===== config.mk =====
export PLATFORM = sky130hd
export DESIGN_NAME = rabbit_word_assembler_flat
export DESIGN_NICKNAME = d
export VERILOG_FILES = /design/src/rtl/rabbit_word_assembler_pkg.sv /design/src/rtl/rabbit_word_assembler_if.sv /design/src/rtl/rabbit_word_assembler_sync_edge_detect.sv /design/src/rtl/rabbit_word_assembler.sv /design/src/flat_wrapper.sv
export SDC_FILE = /design/constraint.sdc
export NUM_CORES = 1
export LEC_CHECK = 0
export ABC_AREA = 1
export CORE_UTILIZATION = 44
export DETAILED_ROUTE_END_ITERATION = 7
export GPL_TIMING_DRIVEN = 0
export PLACE_DENSITY = 0.69
export SYNTH_ARGS = -nofsm -noshare
export SYNTH_HDL_FRONTEND = slang
export SYNTH_SLANG_ARGS = --single-unit
export TNS_END_PERCENT = 1

===== constraint.sdc =====
create_clock -name ten_MHz_ext_0 -period 10.9 [get_ports ten_MHz_ext_0]
set_input_delay 1.09 -clock ten_MHz_ext_0 [delete_from_list [all_inputs] [get_ports ten_MHz_ext_0]]
set_output_delay 1.09 -clock ten_MHz_ext_0 [all_outputs]
set_load 0.02 [all_outputs]

===== src/rtl/rabbit_word_assembler_pkg.sv =====
// Shared definitions for the Rabbit byte link and the DDS serial writer.
// Build option RABBIT_CHECKSUM_EN is consumed by rabbit_word_assembler.
package dds_link_pkg;

  localparam int unsigned NUM_BYTES = 23;
  localparam int unsigned WORD_W    = 8 * NUM_BYTES;

  // Field positions inside the assembled word, bit 0 = MSB of the first byte
  localparam int unsigned ADDR_LO  = 0;
  localparam int unsigned ADDR_HI  = 7;
  localparam int unsigned START_LO = 8;
  localparam int unsigned START_HI = 39;
  localparam int unsigned STOP_LO  = 40;
  localparam int unsigned STOP_HI  = 71;

  typedef enum logic [2:0] {
    IDLE,
    RECV,
    HOLD,
    DROP,
    WAITB,
    COMMIT
  } state_e;

endpackage


===== src/rtl/rabbit_word_assembler_if.sv =====
// Parallel byte bus between the Rabbit microcontroller and the word assembler.
interface rabbit_word_assembler_if;
  logic [7:0] rabbit_data_0;
  logic       rabbit_strobe_0;
  logic       rabbit_frame_0;
  logic       rabbit_ack_0;

  modport master (
    output rabbit_data_0,
    output rabbit_strobe_0,
    output rabbit_frame_0,
    input  rabbit_ack_0
  );

  modport slave (
    input  rabbit_data_0,
    input  rabbit_strobe_0,
    input  rabbit_frame_0,
    output rabbit_ack_0
  );
endinterface


===== src/rtl/rabbit_word_assembler_sync_edge_detect.sv =====
// Synchronizer chain for an asynchronous level, with single-cycle rise/fall pulses.
module sync_edge_detect #(
  parameter int unsigned STAGES = 2
) (
  input  logic clk,
  input  logic rst,
  input  logic i_async,
  output logic o_rise,
  output logic o_fall
);

  logic [STAGES-1:0] r_sync;
  logic              r_dly;

  always_ff @(posedge clk or posedge rst) begin
    if (rst) begin
      r_sync <= '0;
      r_dly  <= 1'b0;
    end else begin
      r_sync <= {r_sync[STAGES-2:0], i_async};
      r_dly  <= r_sync[STAGES-1];
    end
  end

  assign o_rise = r_sync[STAGES-1] & ~r_dly;
  assign o_fall = ~r_sync[STAGES-1] & r_dly;

endmodule


===== src/rtl/rabbit_word_assembler.sv =====
// Assembles Rabbit bytes into the DDS word and commits it atomically.
// Optional build macro: RABBIT_CHECKSUM_EN (trailing XOR byte per frame).
module rabbit_word_assembler
  import dds_link_pkg::*;
#(
  parameter int unsigned NUM_BYTES   = dds_link_pkg::NUM_BYTES,
  parameter int unsigned SYNC_STAGES = 2
) (
  input  logic                   ten_MHz_ext_0,
  input  logic                   reset_0,
  rabbit_word_assembler_if.slave rabbit_bus,
  input  logic                   dds_busy_0,
  output logic [0:8*NUM_BYTES-1] full_184_bit_0,
  output logic                   word_valid_0,
  output logic                   frame_error_0,
  output logic [4:0]             byte_count_0
);

  localparam int unsigned WORD_BITS = 8 * NUM_BYTES;
`ifdef RABBIT_CHECKSUM_EN
  localparam int unsigned FRAME_BYTES = NUM_BYTES + 1;
`else
  localparam int unsigned FRAME_BYTES = NUM_BYTES;
`endif
  localparam logic [4:0] C_FULL = 5'(FRAME_BYTES);
  localparam logic [4:0] C_PAY  = 5'(NUM_BYTES);

  state_e                r_state, w_state_nxt;
  logic [0:WORD_BITS-1]  r_stage, r_word;
  logic                  r_valid, r_err, r_ack;
  logic [4:0]            r_count, w_cnt_eff;
  logic                  w_strobe_rise, w_strobe_fall, w_frame_rise, w_frame_fall;
  logic                  w_start, w_accept, w_set_err, w_csum_ok;

  sync_edge_detect #(.STAGES(SYNC_STAGES)) u_sync_strobe (
    .clk     (ten_MHz_ext_0),
    .rst     (reset_0),
    .i_async (rabbit_bus.rabbit_strobe_0),
    .o_rise  (w_strobe_rise),
    .o_fall  (w_strobe_fall)
  );

  sync_edge_detect #(.STAGES(SYNC_STAGES)) u_sync_frame (
    .clk     (ten_MHz_ext_0),
    .rst     (reset_0),
    .i_async (rabbit_bus.rabbit_frame_0),
    .o_rise  (w_frame_rise),
    .o_fall  (w_frame_fall)
  );

`ifdef RABBIT_CHECKSUM_EN
  logic [7:0] r_xor;

  // Running XOR includes the checksum byte, so a good frame folds to zero
  always_ff @(posedge ten_MHz_ext_0 or posedge reset_0) begin
    if (reset_0)       r_xor <= '0;
    else if (w_start)  r_xor <= '0;
    else if (w_accept) r_xor <= r_xor ^ rabbit_bus.rabbit_data_0;
  end

  assign w_csum_ok = ((w_accept ? (r_xor ^ rabbit_bus.rabbit_data_0) : r_xor) == 8'h00);
`else
  assign w_csum_ok = 1'b1;
`endif

  always_ff @(posedge ten_MHz_ext_0 or posedge reset_0) begin
    if (reset_0) r_state <= IDLE;
    else         r_state <= w_state_nxt;
  end

  always_comb begin
    w_state_nxt = r_state;
    w_start     = 1'b0;
    w_accept    = 1'b0;
    w_set_err   = 1'b0;
    w_cnt_eff   = r_count;
    unique case (r_state)
      IDLE: begin
        if (w_frame_rise) begin
          w_start     = 1'b1;
          w_state_nxt = RECV;
        end
      end
      RECV: begin
        // A byte arriving with the frame fall is counted before the fall is judged
        if (w_strobe_rise) begin
          w_accept  = 1'b1;
          w_cnt_eff = r_count + 5'd1;
        end
        if (w_cnt_eff == C_FULL) begin
          if (!w_frame_fall)   w_state_nxt = HOLD;
          else if (!w_csum_ok) begin
            w_set_err   = 1'b1;
            w_state_nxt = IDLE;
          end else             w_state_nxt = dds_busy_0 ? WAITB : COMMIT;
        end else if (w_frame_fall) begin
          w_set_err   = 1'b1;
          w_state_nxt = IDLE;
        end
      end
      HOLD: begin
        if (w_strobe_rise) begin
          w_set_err   = 1'b1;
          w_state_nxt = w_frame_fall ? IDLE : DROP;
        end else if (w_frame_fall) begin
          if (!w_csum_ok) begin
            w_set_err   = 1'b1;
            w_state_nxt = IDLE;
          end else        w_state_nxt = dds_busy_0 ? WAITB : COMMIT;
        end
      end
      DROP: begin
        if (w_frame_fall) w_state_nxt = IDLE;
      end
      WAITB: begin
        if (!dds_busy_0) w_state_nxt = COMMIT;
      end
      COMMIT: begin
        w_state_nxt = IDLE;
      end
      default: w_state_nxt = IDLE;
    endcase
  end

  always_ff @(posedge ten_MHz_ext_0 or posedge reset_0) begin
    if (reset_0) begin
      r_stage <= '0;
      r_word  <= '0;
      r_valid <= 1'b0;
      r_err   <= 1'b0;
      r_ack   <= 1'b0;
      r_count <= '0;
    end else begin
      r_valid <= (r_state == COMMIT);
      if (r_state == COMMIT) r_word <= r_stage;

      if (w_start)       r_count <= '0;
      else if (w_accept) r_count <= w_cnt_eff;

      if (w_set_err)     r_err <= 1'b1;
      else if (w_start)  r_err <= 1'b0;

      if (w_accept)           r_ack <= 1'b1;
      else if (w_strobe_fall) r_ack <= 1'b0;

      if (w_accept && (r_count < C_PAY))
        r_stage <= {r_stage[8:WORD_BITS-1], rabbit_bus.rabbit_data_0};
    end
  end

  assign full_184_bit_0          = r_word;
  assign word_valid_0            = r_valid;
  assign frame_error_0           = r_err;
  assign byte_count_0            = r_count;
  assign rabbit_bus.rabbit_ack_0 = r_ack;

endmodule


===== src/flat_wrapper.sv =====
// flat-port wrapper written by rule: the top's interface ports become plain ports
module rabbit_word_assembler_flat import dds_link_pkg::*;
#(
  parameter int unsigned NUM_BYTES   = dds_link_pkg::NUM_BYTES,
  parameter int unsigned SYNC_STAGES = 2
)
  (ten_MHz_ext_0, reset_0, dds_busy_0, full_184_bit_0, word_valid_0, frame_error_0, byte_count_0, rabbit_bus_rabbit_data_0, rabbit_bus_rabbit_strobe_0, rabbit_bus_rabbit_frame_0, rabbit_bus_rabbit_ack_0);
  rabbit_word_assembler_if rabbit_bus_i ();
  input  logic ten_MHz_ext_0;
  input  logic reset_0;
  input  logic dds_busy_0;
  output logic [0:8*NUM_BYTES-1] full_184_bit_0;
  output logic word_valid_0;
  output logic frame_error_0;
  output logic [4:0] byte_count_0;
  input wire logic [$bits(rabbit_bus_i.rabbit_data_0)-1:0] rabbit_bus_rabbit_data_0;
  input wire logic [$bits(rabbit_bus_i.rabbit_strobe_0)-1:0] rabbit_bus_rabbit_strobe_0;
  input wire logic [$bits(rabbit_bus_i.rabbit_frame_0)-1:0] rabbit_bus_rabbit_frame_0;
  output wire logic [$bits(rabbit_bus_i.rabbit_ack_0)-1:0] rabbit_bus_rabbit_ack_0;
  assign rabbit_bus_i.rabbit_data_0 = rabbit_bus_rabbit_data_0;
  assign rabbit_bus_i.rabbit_strobe_0 = rabbit_bus_rabbit_strobe_0;
  assign rabbit_bus_i.rabbit_frame_0 = rabbit_bus_rabbit_frame_0;
  assign rabbit_bus_rabbit_ack_0 = rabbit_bus_i.rabbit_ack_0;
  rabbit_word_assembler #(.NUM_BYTES(NUM_BYTES), .SYNC_STAGES(SYNC_STAGES)) u_core (.ten_MHz_ext_0(ten_MHz_ext_0), .reset_0(reset_0), .rabbit_bus(rabbit_bus_i), .dds_busy_0(dds_busy_0), .full_184_bit_0(full_184_bit_0), .word_valid_0(word_valid_0), .frame_error_0(frame_error_0), .byte_count_0(byte_count_0));
endmodule

==> results of run 1 <==
[registers in the layout (all words and copies together) (netlist names)]
signal	count
u_core.byte_count_0	5
u_core.frame_error_0	1
u_core.full_184_bit_0	184
u_core.r_stage	184
u_core.r_state	3
u_core.rabbit_bus.rabbit_ack_0	1
u_core.u_sync_frame.r_dly	1
u_core.u_sync_frame.r_sync	2
u_core.u_sync_strobe.r_dly	1
u_core.u_sync_strobe.r_sync	2
u_core.word_valid_0	1
[metrics by stage]
stage	power (mW)	utilization	setup slack [ns]	cells	cell area, µm²
6_report	3.55	0.572	8.24	2215	19300
5_1_grt	3.71	0.572	8.10	2215	19300
4_1_cts	3.59	0.572	8.21	2215	19300
3_5_place_dp	2.24	0.534	7.74	2148	18000
3_3_place_gp	2.22	0.528	2.20	2138	17800
2_1_floorplan	2.07	-	4.63	1486	15200
[area by class of cell]
cell class,instances,share of cell area
clock buffers,61,0.0626
flip-flops and latches,385,0.498
well taps,448,0.0290
inverters,199,0.0388
multi-input cells,823,0.215
clock inverters,6,0.00447
plain buffers,79,0.0357
repair buffers,214,0.116
[power groups by stage]
stage          sequential, mW  combinational, mW  clock [mW]
2_1_floorplan            1.68              0.390           0
3_3_place_gp             1.67              0.555           0
3_5_place_dp             1.67              0.573           0
4_1_cts                  1.65              0.577        1.37
5_1_grt                  1.66              0.629        1.42
6_report                 1.65              0.564        1.34
[final timing paths]
path                                               start                       endpoint  slack (ns)  depth (start not counted)
min                        u_core.u_sync_frame.r_sync[0]  u_core.u_sync_frame.r_sync[1]        0.36                          0
max                               u_core.byte_count_0[1]                byte_count_0[1]        8.24                          1
max reg2reg                            u_core.r_state[1]      u_core.full_184_bit_0[81]        8.83                          6
min reg2reg                u_core.u_sync_frame.r_sync[0]  u_core.u_sync_frame.r_sync[1]        0.36                          0
min in group asynchronous                        reset_0      u_core.full_184_bit_0[97]        1.07                          2
max in group asynchronous                        reset_0            u_core.r_stage[182]        8.36                          6
[layer usage]
metal / GRT usage / wire length [µm]
met5: 0 / 0
met4: 0.0482 / 626
met3: 0.0301 / 1440
met2: 0.336 / 16900
met1: 0.283 / 15900
[synth_stat cells, drive strengths merged]
cell type,instances,share of area
buf,69,0.043
ha,1,0.00082
nand3,12,0.0039
o21ai,357,0.15
inv,199,0.049
nand2,411,0.10
nor2,25,0.0079
a211oi,1,0.00049
a21oi,10,0.0053
o22ai,2,0.00082
clkbuf,10,0.0025
nor3,1,0.0011
nand4,3,0.0012
dfrtp,385,0.63
[cells by family after synthesis]
family | share of synthesized area
AO/OA/AOI/OAI | 0.156
adder cells (fa/ha/maj) | 0.000821
buffers and inverters | 0.0943
flip-flops | 0.633
AND/OR/NAND/NOR | 0.116
==> flow_summary.ini, run 1 <==
[global_route]
antenna_found_initial = 0
grt_max_degree = 43
overflow = 0
grt_pass1_wl_um = 58200
grtUsageTotal = 0.203
first_global_vias = 11031

[timing]
final.min_clock_period_ns = 2.66
finalSetupViolations = 0
rsz0062_at_grt = no
hold_violations = 0
tns_ns = 0
finalMaxSlewViolations = 0
maxClockFrequency_mhz = 376
tightest_slew_ns = 0.784
fin_worst_skew_ns = 0.0158
maxSlewHeadroom = 0.476
finalCritPeriodShare = 0.244
hold-worst-slack_ns = 0.356

[synth]
ys_ff_latch = 385
ys_types = 23
ys_warn_count = 0
synthCells = 1486
syn_avg_cell_area_um2 = 10.2
synth_fp_nets = 1500
synth-seq-area-share = 0.633
synthesis.area_um2 = 15200

[setup_path]
path_class = reg -> out
critPathMaxStageDelay_ns = 0.64
cp-start-kind = flop
required_ns = 9.81
crit_chain = clkdlybuf4s50_1
slowest_stage = clkdlybuf4s50_1
path_delay_family = buffers and inverters
worstSetupEndpointType = primary output
cp.buffers_inverters = 1
cp_max_fo = 5
arrival_ns = 1.57

[floorplan]
std_cell_rows = 67
die_y_um = 188
die_area_um2 = 35400
initial_utilization = 0.451
pin_count = 205
core_um2 = 33800
die_w_um = 188

[power_and_ir_drop]
swShare = 0.272
p_clk_frac = 0.378
powerDensity_nw_per_um2 = 184
p_sw_mw = 0.965
p_int_mw = 2.59
leakage_nw = 8.46
peakVddDrop_v = 0.000131
comb_power_share = 0.159
seqPwrFrac = 0.463

[cts]
post_cts.repair.setup_buffers = 0
clock_latency_ns = 0.51
ctsResizeCount = 0
cts.htree.levels = 2
clockBufferDepth = 3
path_clk_slew_ns = 0.06
cts_buffers = 41
clock-root-buffer = clkbuf_16
cts.sinks = 385
postCtsHoldBufs = 0
cts_tree = built

[place]
portBuffers = 204
gp_congestion = 0.798
hpwl_um = 25100

[job]
maxCapViolCount = 0

[final_layout]
multi_input_area_um2 = 4160
area_growth_pct = 26.9
antennaDiodeCount = 0
drive_gt1_frac = 0.163
final_common_cell = nand2_1
layout_common_cells = 410 x nand2_1, 385 x dfrtp_1, 220 x o21ai_1, 204 x clkdlybuf4s50_1, 193 x inv_1
nets = 1757
seqCellArea_um2 = 9630
nFillCells = 2896

[drt]
vias = 10820
first_pass_iters = 6
drc = 0
wl_per_cell_um = 15.8
vias_per_cell = 4.88
drt_iter0_markers = 722
ant_nets = 0
routed_wl_um = 34900

[outcome]
status = finished, final reports clean

[hold_path]
worstHoldPathType = reg -> reg
No activity file was read; power rests on OpenSTA's default activity.
==> run 2, diff against run 1 <==
Clock period 10.9 ns to 2.14 ns, I/O delays scaled along.
==> flow_summary.ini, run 2 (same netlist as run 1, synthesis figures left out) <==
[outcome]
status = finished, final reports clean

[timing]
rsz0062_at_grt = no
maxClockFrequency_mhz = 560
fin_worst_skew_ns = 0.0164
setup_ws_ns = 0.353
maxSlewHeadroom = 0.476
finalMaxSlewViolations = 0
final.min_clock_period_ns = 1.79
finalCritPeriodShare = 0.835
hold_violations = 0
finalSetupViolations = 0
tightest_slew_ns = 0.785

[power_and_ir_drop]
leakage_nw = 8.47
peakVddDrop_v = 0.000666
powerDensity_nw_per_um2 = 935
finalPower_mw = 18.1

[cts]
cts.htree.levels = 2
cts_tree = built
postCtsHoldBufs = 0
clockBufferDepth = 3
cts.sinks = 385
clock_latency_ns = 0.51
cts_buffers = 41
clock-root-buffer = clkbuf_16
path_clk_slew_ns = 0.06

[floorplan]
die_area_um2 = 35400
core_um2 = 33800
pin_count = 205
die_w_um = 188
die_y_um = 188
std_cell_rows = 67
initial_utilization = 0.451

[drt]
vias_per_cell = 4.88
wl_per_cell_um = 15.8
routed_wl_um = 35000
ant_nets = 0
drc = 0
first_pass_iters = 5
vias = 10808
drt_iter0_markers = 721

[global_route]
grtUsageTotal = 0.203
grt_max_degree = 43
first_global_vias = 11034
overflow = 0
antenna_found_initial = 0
grt_pass1_wl_um = 58200

[setup_path]
r2r_end = u_core.r_stage[26]
cp_max_fo = 5
arrival_ns = 1.57
r2r_cells = 11
worstSetupPathDepth = 1
reg2reg_setup_slack_ns = 0.38
crit_chain = clkdlybuf4s50_1
path_delay_family = buffers and inverters
path_class = reg -> out
cp.buffers_inverters = 1
worstSetupEndpointType = primary output
cp-start-kind = flop
slowest_stage = clkdlybuf4s50_1
critPathMaxStageDelay_ns = 0.64
required_ns = 1.93
rr_startpoint = u_core.r_state[0]

[job]
maxCapViolCount = 0

[place]
portBuffers = 204
hpwl_um = 25100
gp_congestion = 0.798
pre_cts_slack_ns = -0.139

[final_layout]
nFillCells = 2896
antennaDiodeCount = 0
area_growth_pct = 27.0
layout_common_cells = 410 x nand2_1, 385 x dfrtp_1, 220 x o21ai_1, 204 x clkdlybuf4s50_1, 193 x inv_1
finalCoreUtilization = 0.573
drive_gt1_frac = 0.163
nets = 1758
final_common_cell = nand2_1

[hold_path]
worstHoldPathType = in -> reg
min_from = rabbit_bus_rabbit_frame_0
min_to = u_core.u_sync_frame.r_sync[0]
hold_depth = 1
run 2: cell types whose count changed in the layout (fill, tap and decap cells not counted), sizes merged:
cell / before / now
buf: 79 / 80
run 2: metal layers:
metal,part of all wire,vias up,global-route usage
met5,0,-,0
met1,0.45,5338,0.283
li1,-,5198,-
met3,0.044,41,0.0301
met2,0.48,231,0.336
met4,0.018,0,0.0482
run 2: cell type report:
type                       instances  area [µm²]  share of cell area
tap                              448         561              0.0290
sequential                       385        9630               0.498
inverter                         199         751              0.0388
buffer                            79         689              0.0356
clock inverter                     6        86.3             0.00446
clock buffer                      61        1210              0.0626
timing repair buffer             215        2250               0.116
multi-input combinational        823        4160               0.215
run 2: timing repair:
item	4_1_cts	5_1_grt
endpoints found under the setup margin	184	0
buffers inserted	1	0
gates resized for setup	0	0
run 2: worst max path at each step:
stage                              startpoint                          to  slack, ns
6_report               u_core.byte_count_0[1]             byte_count_0[1]       0.35
4_1_cts            u_core.full_184_bit_0[149]         full_184_bit_0[149]       0.33
2_1_floorplan                         reset_0      u_core.byte_count_0[0]      -3.25
3_5_place_dp                          reset_0  u_core.full_184_bit_0[182]      -0.14
3_3_place_gp                          reset_0  u_core.full_184_bit_0[182]      -5.68
5_1_grt        u_core.u_sync_strobe.r_sync[1]           u_core.r_state[0]       0.20
run 2: per-stage QoR:
| step | setup TNS, ns | area (µm²) | hold WS [ns] | instances |
|---|---|---|---|---|
| 6_report | 0 | 19300 | 0.146 | 2216 |
| 5_1_grt | 0 | 19300 | 0.162 | 2216 |
| 4_1_cts | 0 | 19300 | 0.130 | 2216 |
| 3_5_place_dp | -12.30 | 18000 | 0.340 | 2148 |
| 3_3_place_gp | -2169.03 | 17800 | 0.336 | 2138 |
| 2_1_floorplan | -1251.23 | 15200 | 0.245 | 1486 |
run 2: power breakdown:
part	total (mW)	internal, mW	switching (mW)
Combinational	2.88	1.04	1.83
Sequential	8.38	8.00	0.376
Clock	6.83	4.12	2.71
